==> config.mk <==
export PLATFORM = sky130hd
export DESIGN_NAME = spi_master
export DESIGN_NICKNAME = d
export VERILOG_FILES = /design/src/rtl/spi_master.sv
export SDC_FILE = /design/constraint.sdc
export NUM_CORES = 1
export LEC_CHECK = 0
export ABC_AREA = 0
export CORE_AREA = 2 2 83 85
export CTS_BUF_LIST = sky130_fd_sc_hd__clkbuf_16
export CTS_CLUSTER_DIAMETER = 30
export CTS_CLUSTER_SIZE = 10
export DETAILED_ROUTE_END_ITERATION = 6
export DIE_AREA = 0 0 85 87
export PLACE_DENSITY_LB_ADDON = 0.2
export SLEW_MARGIN = 15
export SYNTH_ARGS = -nofsm -noshare
export SYNTH_HDL_FRONTEND = slang
export SYNTH_SLANG_ARGS = --single-unit
==> constraint.sdc <==
create_clock -name i_clock -period 2.5 [get_ports i_clock]
set_input_delay 0.5 -clock i_clock [delete_from_list [all_inputs] [get_ports i_clock]]
set_output_delay 0.5 -clock i_clock [all_outputs]
set_load 0.1 [all_outputs]
==> src/rtl/spi_master.sv <==
// Single chip-select SPI master: shifts one SPI_DATA_WIDTH-bit word out on MOSI (MSB first)
// while capturing the word returned on MISO. Every output is driven straight from a register.
module spi_master #(
    parameter int   SPI_DATA_WIDTH = 8,
    parameter int   CLK_DIV        = 4,
    parameter logic CPOL           = 1'b0,
    parameter logic CPHA           = 1'b0,
    parameter int   CS_IDLE_CYCLES = 2
) (
    input  logic                      i_clock,
    input  logic                      i_reset,
    input  logic                      i_enable,
    input  logic [SPI_DATA_WIDTH-1:0] i_data,
    output logic [SPI_DATA_WIDTH-1:0] o_data,
    output logic                      o_done,
    output logic                      o_busy,
    output logic                      o_sclk,
    output logic                      o_mosi,
    input  logic                      i_miso,
    output logic                      o_cs_n
);

    localparam int W      = SPI_DATA_WIDTH;
    localparam int DIV_W  = $clog2(CLK_DIV);
    localparam int EDGE_W = $clog2(2 * W + 1);
    localparam int GAP_W  = (CS_IDLE_CYCLES > 2) ? $clog2(CS_IDLE_CYCLES - 1) : 1;

    localparam logic [DIV_W-1:0]  DIV_LAST  = DIV_W'(CLK_DIV - 1);
    localparam logic [EDGE_W-1:0] EDGE_LAST = EDGE_W'(2 * W);
    // The IDLE cycle that follows GAP still shows busy/cs_n high, so GAP itself is one cycle short.
    localparam logic [GAP_W-1:0]  GAP_LAST  = GAP_W'(CS_IDLE_CYCLES - 2);

    typedef enum logic [2:0] {
        IDLE,
        LEAD,
        SHIFT,
        TRAIL,
        GAP
    } state_t;

    state_t              state_reg, state_next;
    logic [DIV_W-1:0]    div_cnt_reg, div_cnt_next;
    logic [EDGE_W-1:0]   edge_cnt_reg, edge_cnt_next;
    logic [GAP_W-1:0]    gap_cnt_reg, gap_cnt_next;
    logic [W-1:0]        tx_shift_reg, tx_shift_next;
    logic [W-1:0]        rx_shift_reg, rx_shift_next;
    logic [W-1:0]        data_reg, data_next;
    logic                sclk_reg, sclk_next;
    logic                mosi_reg, mosi_next;
    logic                cs_n_reg, cs_n_next;
    logic                busy_reg, busy_next;
    logic                done_reg, done_next;

    logic                tick;
    logic [EDGE_W-1:0]   edge_k;

    assign tick   = (div_cnt_reg == DIV_LAST);
    assign edge_k = edge_cnt_reg + EDGE_W'(1);

    always_ff @(posedge i_clock) begin
        if (i_reset) begin
            state_reg    <= IDLE;
            div_cnt_reg  <= '0;
            edge_cnt_reg <= '0;
            gap_cnt_reg  <= '0;
            tx_shift_reg <= '0;
            rx_shift_reg <= '0;
            data_reg     <= '0;
            sclk_reg     <= CPOL;
            mosi_reg     <= 1'b0;
            cs_n_reg     <= 1'b1;
            busy_reg     <= 1'b0;
            done_reg     <= 1'b0;
        end else begin
            state_reg    <= state_next;
            div_cnt_reg  <= div_cnt_next;
            edge_cnt_reg <= edge_cnt_next;
            gap_cnt_reg  <= gap_cnt_next;
            tx_shift_reg <= tx_shift_next;
            rx_shift_reg <= rx_shift_next;
            data_reg     <= data_next;
            sclk_reg     <= sclk_next;
            mosi_reg     <= mosi_next;
            cs_n_reg     <= cs_n_next;
            busy_reg     <= busy_next;
            done_reg     <= done_next;
        end
    end

    always_comb begin
        state_next    = state_reg;
        div_cnt_next  = div_cnt_reg;
        edge_cnt_next = edge_cnt_reg;
        gap_cnt_next  = gap_cnt_reg;
        tx_shift_next = tx_shift_reg;
        rx_shift_next = rx_shift_reg;
        data_next     = data_reg;
        sclk_next     = sclk_reg;
        mosi_next     = mosi_reg;
        cs_n_next     = cs_n_reg;
        busy_next     = busy_reg;
        done_next     = 1'b0;

        unique case (state_reg)
            IDLE: begin
                busy_next = i_enable;
                cs_n_next = 1'b1;
                if (i_enable) begin
                    state_next    = LEAD;
                    cs_n_next     = 1'b0;
                    div_cnt_next  = '0;
                    edge_cnt_next = '0;
                    rx_shift_next = '0;
                    // CPHA=0 must present the MSB before the first (sampling) edge.
                    if (CPHA == 1'b0) begin
                        mosi_next     = i_data[W-1];
                        tx_shift_next = {i_data[W-2:0], 1'b0};
                    end else begin
                        mosi_next     = 1'b0;
                        tx_shift_next = i_data;
                    end
                end
            end

            LEAD, SHIFT: begin
                if (tick) begin
                    div_cnt_next  = '0;
                    edge_cnt_next = edge_k;
                    sclk_next     = ~sclk_reg;
                    if (edge_k[0]) begin
                        if (CPHA == 1'b0) begin
                            rx_shift_next = {rx_shift_reg[W-2:0], i_miso};
                        end else begin
                            mosi_next     = tx_shift_reg[W-1];
                            tx_shift_next = {tx_shift_reg[W-2:0], 1'b0};
                        end
                    end else begin
                        if (CPHA == 1'b1) begin
                            rx_shift_next = {rx_shift_reg[W-2:0], i_miso};
                        end else if (edge_k != EDGE_LAST) begin
                            mosi_next     = tx_shift_reg[W-1];
                            tx_shift_next = {tx_shift_reg[W-2:0], 1'b0};
                        end
                    end
                    if (state_reg == LEAD) begin
                        state_next = SHIFT;
                    end else if (edge_k == EDGE_LAST) begin
                        state_next = TRAIL;
                    end
                end else begin
                    div_cnt_next = div_cnt_reg + DIV_W'(1);
                end
            end

            TRAIL: begin
                if (tick) begin
                    div_cnt_next = '0;
                    cs_n_next    = 1'b1;
                    done_next    = 1'b1;
                    data_next    = rx_shift_reg;
                    mosi_next    = 1'b0;
                    gap_cnt_next = '0;
                    state_next   = GAP;
                end else begin
                    div_cnt_next = div_cnt_reg + DIV_W'(1);
                end
            end

            GAP: begin
                busy_next = 1'b1;
                if (gap_cnt_reg == GAP_LAST) begin
                    state_next = IDLE;
                end else begin
                    gap_cnt_next = gap_cnt_reg + GAP_W'(1);
                end
            end

            default: begin
                state_next = IDLE;
            end
        endcase
    end

    assign o_data = data_reg;
    assign o_done = done_reg;
    assign o_busy = busy_reg;
    assign o_sclk = sclk_reg;
    assign o_mosi = mosi_reg;
    assign o_cs_n = cs_n_reg;

endmodule

==> impl_metrics.toml, run 1 <==
[status]
status = "finished clean"

[detailed_routing]
num_vias = 1584
ant_nets = 0
drt_wl_total_um = 4126
drt_iter0_drc = 73
drt-pass1-iter-count = 4
drc = 0
wl_per_cell_um = 12.85
vias_per_cell = 4.935

[logic_synthesis]
synth_area_leaders = "dfxtp_1 (40%), nand2_1 (7.1%), mux2i_1 (5.8%), a21oi_1 (5.0%), nor2_1 (3.6%)"
synthTopCellsByCount = "dfxtp_1 (38), nand2_1 (36), a21oi_1 (19)"
avgSynthCellArea_um2 = 8.633
ys_types = 43
netlist.area_leader.share = 0.4005
synth_cells = 220
synth_area_um2 = 1899
synth.net_count = 234
yosys_warnings = 0
synth-edff-count = 0
synth_seq_cells = 38
yosys.cell_count.top_type = "dfxtp_1"
ys.flop_type = "dfxtp_1"
synth_top_area_cell = "dfxtp_1"
yosysSeqAreaShare = 0.4005
async_flop_share = 0

[critical_path]
cp.required_ps = 2720
crit_buf_inv = 0
cp_max_fo = 12
start_kind = "flop"
cp_top_family = "flip-flops"
max_stage_delay_ps = 660
arrival_ps = 2130
path_class = "flop to flop"
slowest_stage = "dfxtp_1"
critPathCaptureType = "flop"
critical_path.cell_chain = "xor2_4, and2_1, nand2_1, a211o_1, a21oi_2"

[clock_tree]
cts_setup_buffers = 0
ctsResizeCount = 0
clk_pin_slew_ps = 60
cts_tree = "built"
clockBufferDepth = 2
hold_buffers = 0
htreeDepth = 2
cts.sinks = 38
cts-root-buf = "clkbuf_16"
clock_latency_ps = 280
cts_buffers = 5

[die]
start_util = 0.2891
die_x_um = 85
row_count = 30
die-area_um2 = 7395
core_um2 = 6569
die_h_um = 87
io_pins = 25

[global_route]
grt_usage = 0.1189
grt_pass1_wl_um = 7127
first_global_vias = 1437
grt_max_degree = 21
grt_overflow = 0
antenna_found_initial = 0

[place]
numPortBuffers = 24
hpwl_um = 2740
globalplace.congestion = 0.7789

[sta]
finalHoldViolations = 0
fin_crit_sh = 0.7630
slew_headroom = 0.6369
setup-tns-final_ps = 0
setup_violations = 0
min_period_ps = 1908
maxClockFrequency_ghz = 0.5242
worst_pin_slew_ps = 543.9
grt_setup_unrepaired = "false"
fin_skew_ps = 2.228
maxSlewViolCount = 0

[cells_and_area]
area_growth_pct = 20.55
drive_gt1_frac = 0.1660
antenna_cells = 0
nNetsFinal = 254

[pwr]
total_power_uw = 1814
irDropWorstVdd_uv = 335.0
p_leak_uw = 0.0008753
cellPowerDensity_nw_per_um2 = 792.3

[hold_path]
hp-class = "flop to flop"

[run]
maxCapViolCount = 0
==> cells in the final DEF (no fill, tap or decap), drive strengths merged, types with 3 or more instances in the layout <==
| cell | instances |
|---|---|
| nand3 | 4 |
| a21oi | 26 |
| nor2b | 3 |
| clkbuf | 5 |
| nand3b | 4 |
| nand2b | 3 |
| mux2 | 3 |
| nor2 | 18 |
| clkdlybuf4s50 | 11 |
| mux2i | 11 |
| dfxtp | 38 |
| buf | 18 |
| o21ai | 15 |
| a31oi | 3 |
| a211o | 6 |
| and3 | 10 |
| nand2 | 37 |
==> final timing paths <==
kind / endpoint / slack [ps] / start / cells past startpoint
max: tx_shift_reg[5]$_SDFFE_PP0P_ / 590 / state_reg[1]$_SDFFE_PP0P_ / 5
min: o_data[7]$_SDFFE_PP0P_ / 460 / rx_shift_reg[7]$_SDFFE_PP0P_ / 2
max reg2reg: tx_shift_reg[5]$_SDFFE_PP0P_ / 590 / state_reg[1]$_SDFFE_PP0P_ / 5
min reg2reg: o_data[7]$_SDFFE_PP0P_ / 460 / rx_shift_reg[7]$_SDFFE_PP0P_ / 2
==> per-stage QoR <==
stage / instance area, um2 / std cells / hold slack [ps] / utilization / setup slack (ps)
after floorplan: 1899 / 220 / 431.3 / - / 934.7
after global placement: 2148 / 313 / 448.9 / 0.3270 / 410.7
after detailed placement: 2148 / 313 / 452.0 / 0.3270 / 377.1
after CTS: 2290 / 321 / 461.3 / 0.3486 / 550.4
after global routing: 2290 / 321 / 479.6 / 0.3486 / 394.9
final: 2290 / 321 / 456.1 / 0.3486 / 592.4
==> kinds of logic after synthesis <==
family / after synthesis / synth area share
XOR/XNOR: 2 / 0.01911
AO/OA/AOI/OAI: 57 / 0.1970
flip-flops: 38 / 0.4005
adder cells (fa/ha/maj): 2 / 0.01317
AND/OR/NAND/NOR: 89 / 0.2378
multiplexers: 14 / 0.07773
buffers and inverters: 18 / 0.05467
==> worst reg2reg max path, cell delays in order (launching register included) <==
cell and delay, ps:
dfxtp_1 660, xor2_4 350, and2_1 340, nand2_1 90, a211o_1 270, a21oi_2 120
==> routing by layer <==
| layer | part of all wire | track usage | wire length, um |
|---|---|---|---|
| met1 | 0.50 | 0.1638 | 2052 |
| met2 | 0.46 | 0.1847 | 1892 |
| met3 | 0.027 | 0.02085 | 110 |
| met4 | 0.017 | 0.04762 | 71 |
| met5 | 0 | 0 | 0 |
==> where the power goes <==
group	switching, uW	total [uW]	internal, uW	leakage [uW]
clock network	255	619	364	0.0000672
logic	310	490	180	0.000500
registers	52.4	705	653	0.000308
total	617	1810	1200	0.000875
==> cell type report <==
| cell class | instances | area, um2 |
|---|---|---|
| timing repair buffer | 29 | 245.2 |
| sequential | 38 | 760.7 |
| inverter | 2 | 7.507 |
| clock inverter | 3 | 16.27 |
| fill | 679 | 4279 |
| clock buffer | 5 | 125.1 |
| multi-input combinational | 164 | 1035 |
| tap | 80 | 100.1 |
No activity file was read; power rests on OpenSTA's default activity.
==> inputs of run 2 (changes only) <==
- clock period: 2.5 -> 1.6 ns (I/O delays scaled with it)
==> impl_metrics.toml, run 2 (synthesis results as in run 1) <==
[cells_and_area]
drive_gt1_frac = 0.3123
fill_cells = 628
area_growth_pct = 48.02
antenna_cells = 0
final_cell_mix = "nand2_1 (36), dfxtp_1 (32), buf_4 (28)"
final_common_cell = "nand2_1"
multi_input_area_um2 = 1082
nNetsFinal = 283
post-route-util = 0.4280
regArea_um2 = 770.7

[die]
row_count = 30
start_util = 0.2891
die-area_um2 = 7395
io_pins = 25
core_um2 = 6569
die_x_um = 85
die_h_um = 87

[critical_path]
arrival_ps = 1760
critPathCaptureType = "flop"
reg2reg_depth = 8
critical_path.cell_chain = "ha_4, nand2b_1, a21oi_2, buf_4, o21ai_4, buf_12, a211o_1, a21oi_2"
crit_cells = 8
max_stage_delay_ps = 340
cp_top_family = "compound AO/OA/AOI/OAI gates"
slowest_stage = "dfxtp_2"
crit_top_cell = "a21oi_2"
cp_max_fo = 17
start_kind = "flop"
path_class = "flop to flop"
cp.required_ps = 1810
crit_buf_inv = 2

[clock_tree]
cts_buffers = 5
cts_tree = "built"
clk_pin_slew_ps = 60
cts-root-buf = "clkbuf_16"
hold_buffers = 0
cts.sinks = 38
clockBufferDepth = 2
clock_latency_ps = 280
htreeDepth = 2

[sta]
fin_crit_sh = 0.9675
maxClockFrequency_ghz = 0.6460
slew_headroom = 0.8239
worst_pin_slew_ps = 263.9
setup-tns-final_ps = 0
min_period_ps = 1548
fin_skew_ps = 4.548
setup_violations = 0
maxSlewViolCount = 0
grt_setup_unrepaired = "true"
finalHoldViolations = 0

[global_route]
grt_max_degree = 29
grt_overflow = 0
grt_usage = 0.1244
first_global_vias = 1623
grt_pass1_wl_um = 7438
antenna_found_initial = 0

[detailed_routing]
drt-pass1-iter-count = 4
drt_wl_total_um = 4279
drt_iter0_drc = 84
num_vias = 1654
ant_nets = 0
drc = 0
wl_per_cell_um = 12.26
vias_per_cell = 4.739

[pwr]
p_leak_uw = 0.001099
irDropWorstVdd_uv = 614.8
cellPowerDensity_nw_per_um2 = 1161

[run]
maxCapViolCount = 0

[hold_path]
hold_depth = 2
hp-class = "flop to flop"

[status]
status = "finished clean"

[place]
hpwl_um = 3027
globalplace.congestion = 0.7701
numPortBuffers = 24
[run 2: cell count changes in the layout (fill, tap and decap cells not counted), sizes merged]
cell / before / now
clkinvlp: 1 / 0
clkinv: 2 / 1
bufinv: 0 / 1
buf: 18 / 47
[run 2: power by group]
part           internal (uW)  leakage [uW]  switching, uW  total, uW
registers               1030      0.000311           78.2       1100
clock network            721     0.0000773            371       1090
logic                    518      0.000710            552       1070
[run 2: path summary, 6_finish.rpt]
kind | startpoint | to | slack (ps)
worst max register to register | div_cnt_reg[1]$_SDFFE_PP0P_ | tx_shift_reg[4]$_SDFFE_PP0P_ | 50
worst min-delay path | rx_shift_reg[7]$_SDFFE_PP0P_ | o_data[7]$_SDFFE_PP0P_ | 460
worst max-delay path | div_cnt_reg[1]$_SDFFE_PP0P_ | tx_shift_reg[4]$_SDFFE_PP0P_ | 50
worst min register to register | rx_shift_reg[7]$_SDFFE_PP0P_ | o_data[7]$_SDFFE_PP0P_ | 460
[run 2: per-stage QoR]
step / setup WS [ps] / instances / power, uW / area (um2) / hold slack [ps]
after CTS: 7.030 / 348 / 3284 / 2760 / 463.8
after detailed placement: -168.2 / 341 / 2160 / 2584 / 449.7
after global routing: -26.45 / 349 / 3443 / 2811 / 497.3
final: 52.01 / 349 / 3265 / 2811 / 456.2
after global placement: -173.1 / 341 / 2160 / 2584 / 455.8
after floorplan: 34.71 / 220 / 1768 / 1899 / 431.3
[run 2: tightest hold or removal path, cell delays in order, from the launching register on]
cell and delay (ps):
dfxtp_1 310, nand2_1 50, a21oi_1 50
[run 2: cell type report]
cell class	count	area share
multi-input cells	164	0.3850
clock inverters	2	0.01202
repair buffers	58	0.2461
inverters	2	0.002670
flip-flops and latches	38	0.2741
clock buffers	5	0.04450
well taps	80	0.03560
[run 2: layer usage]
metal,global-route usage,wire length [um]
met1,0.1617,2058
met2,0.2038,2026
met3,0.03033,138
met4,0.03896,57
met5,0,0
[run 2: what timing repair did]
item | 4_1_cts | 5_1_grt
buffers inserted | 0 | 1
pin swaps | 0 | 9
resized for setup | 5 | 15
setup endpoints to repair | 19 | 25
==> inputs of run 3 (changes only) <==
- HOLD_SLACK_MARGIN: not set -> 0.02
==> results of run 3 <==
The final DEF is identical to that of run 2; final timing and power are the same.
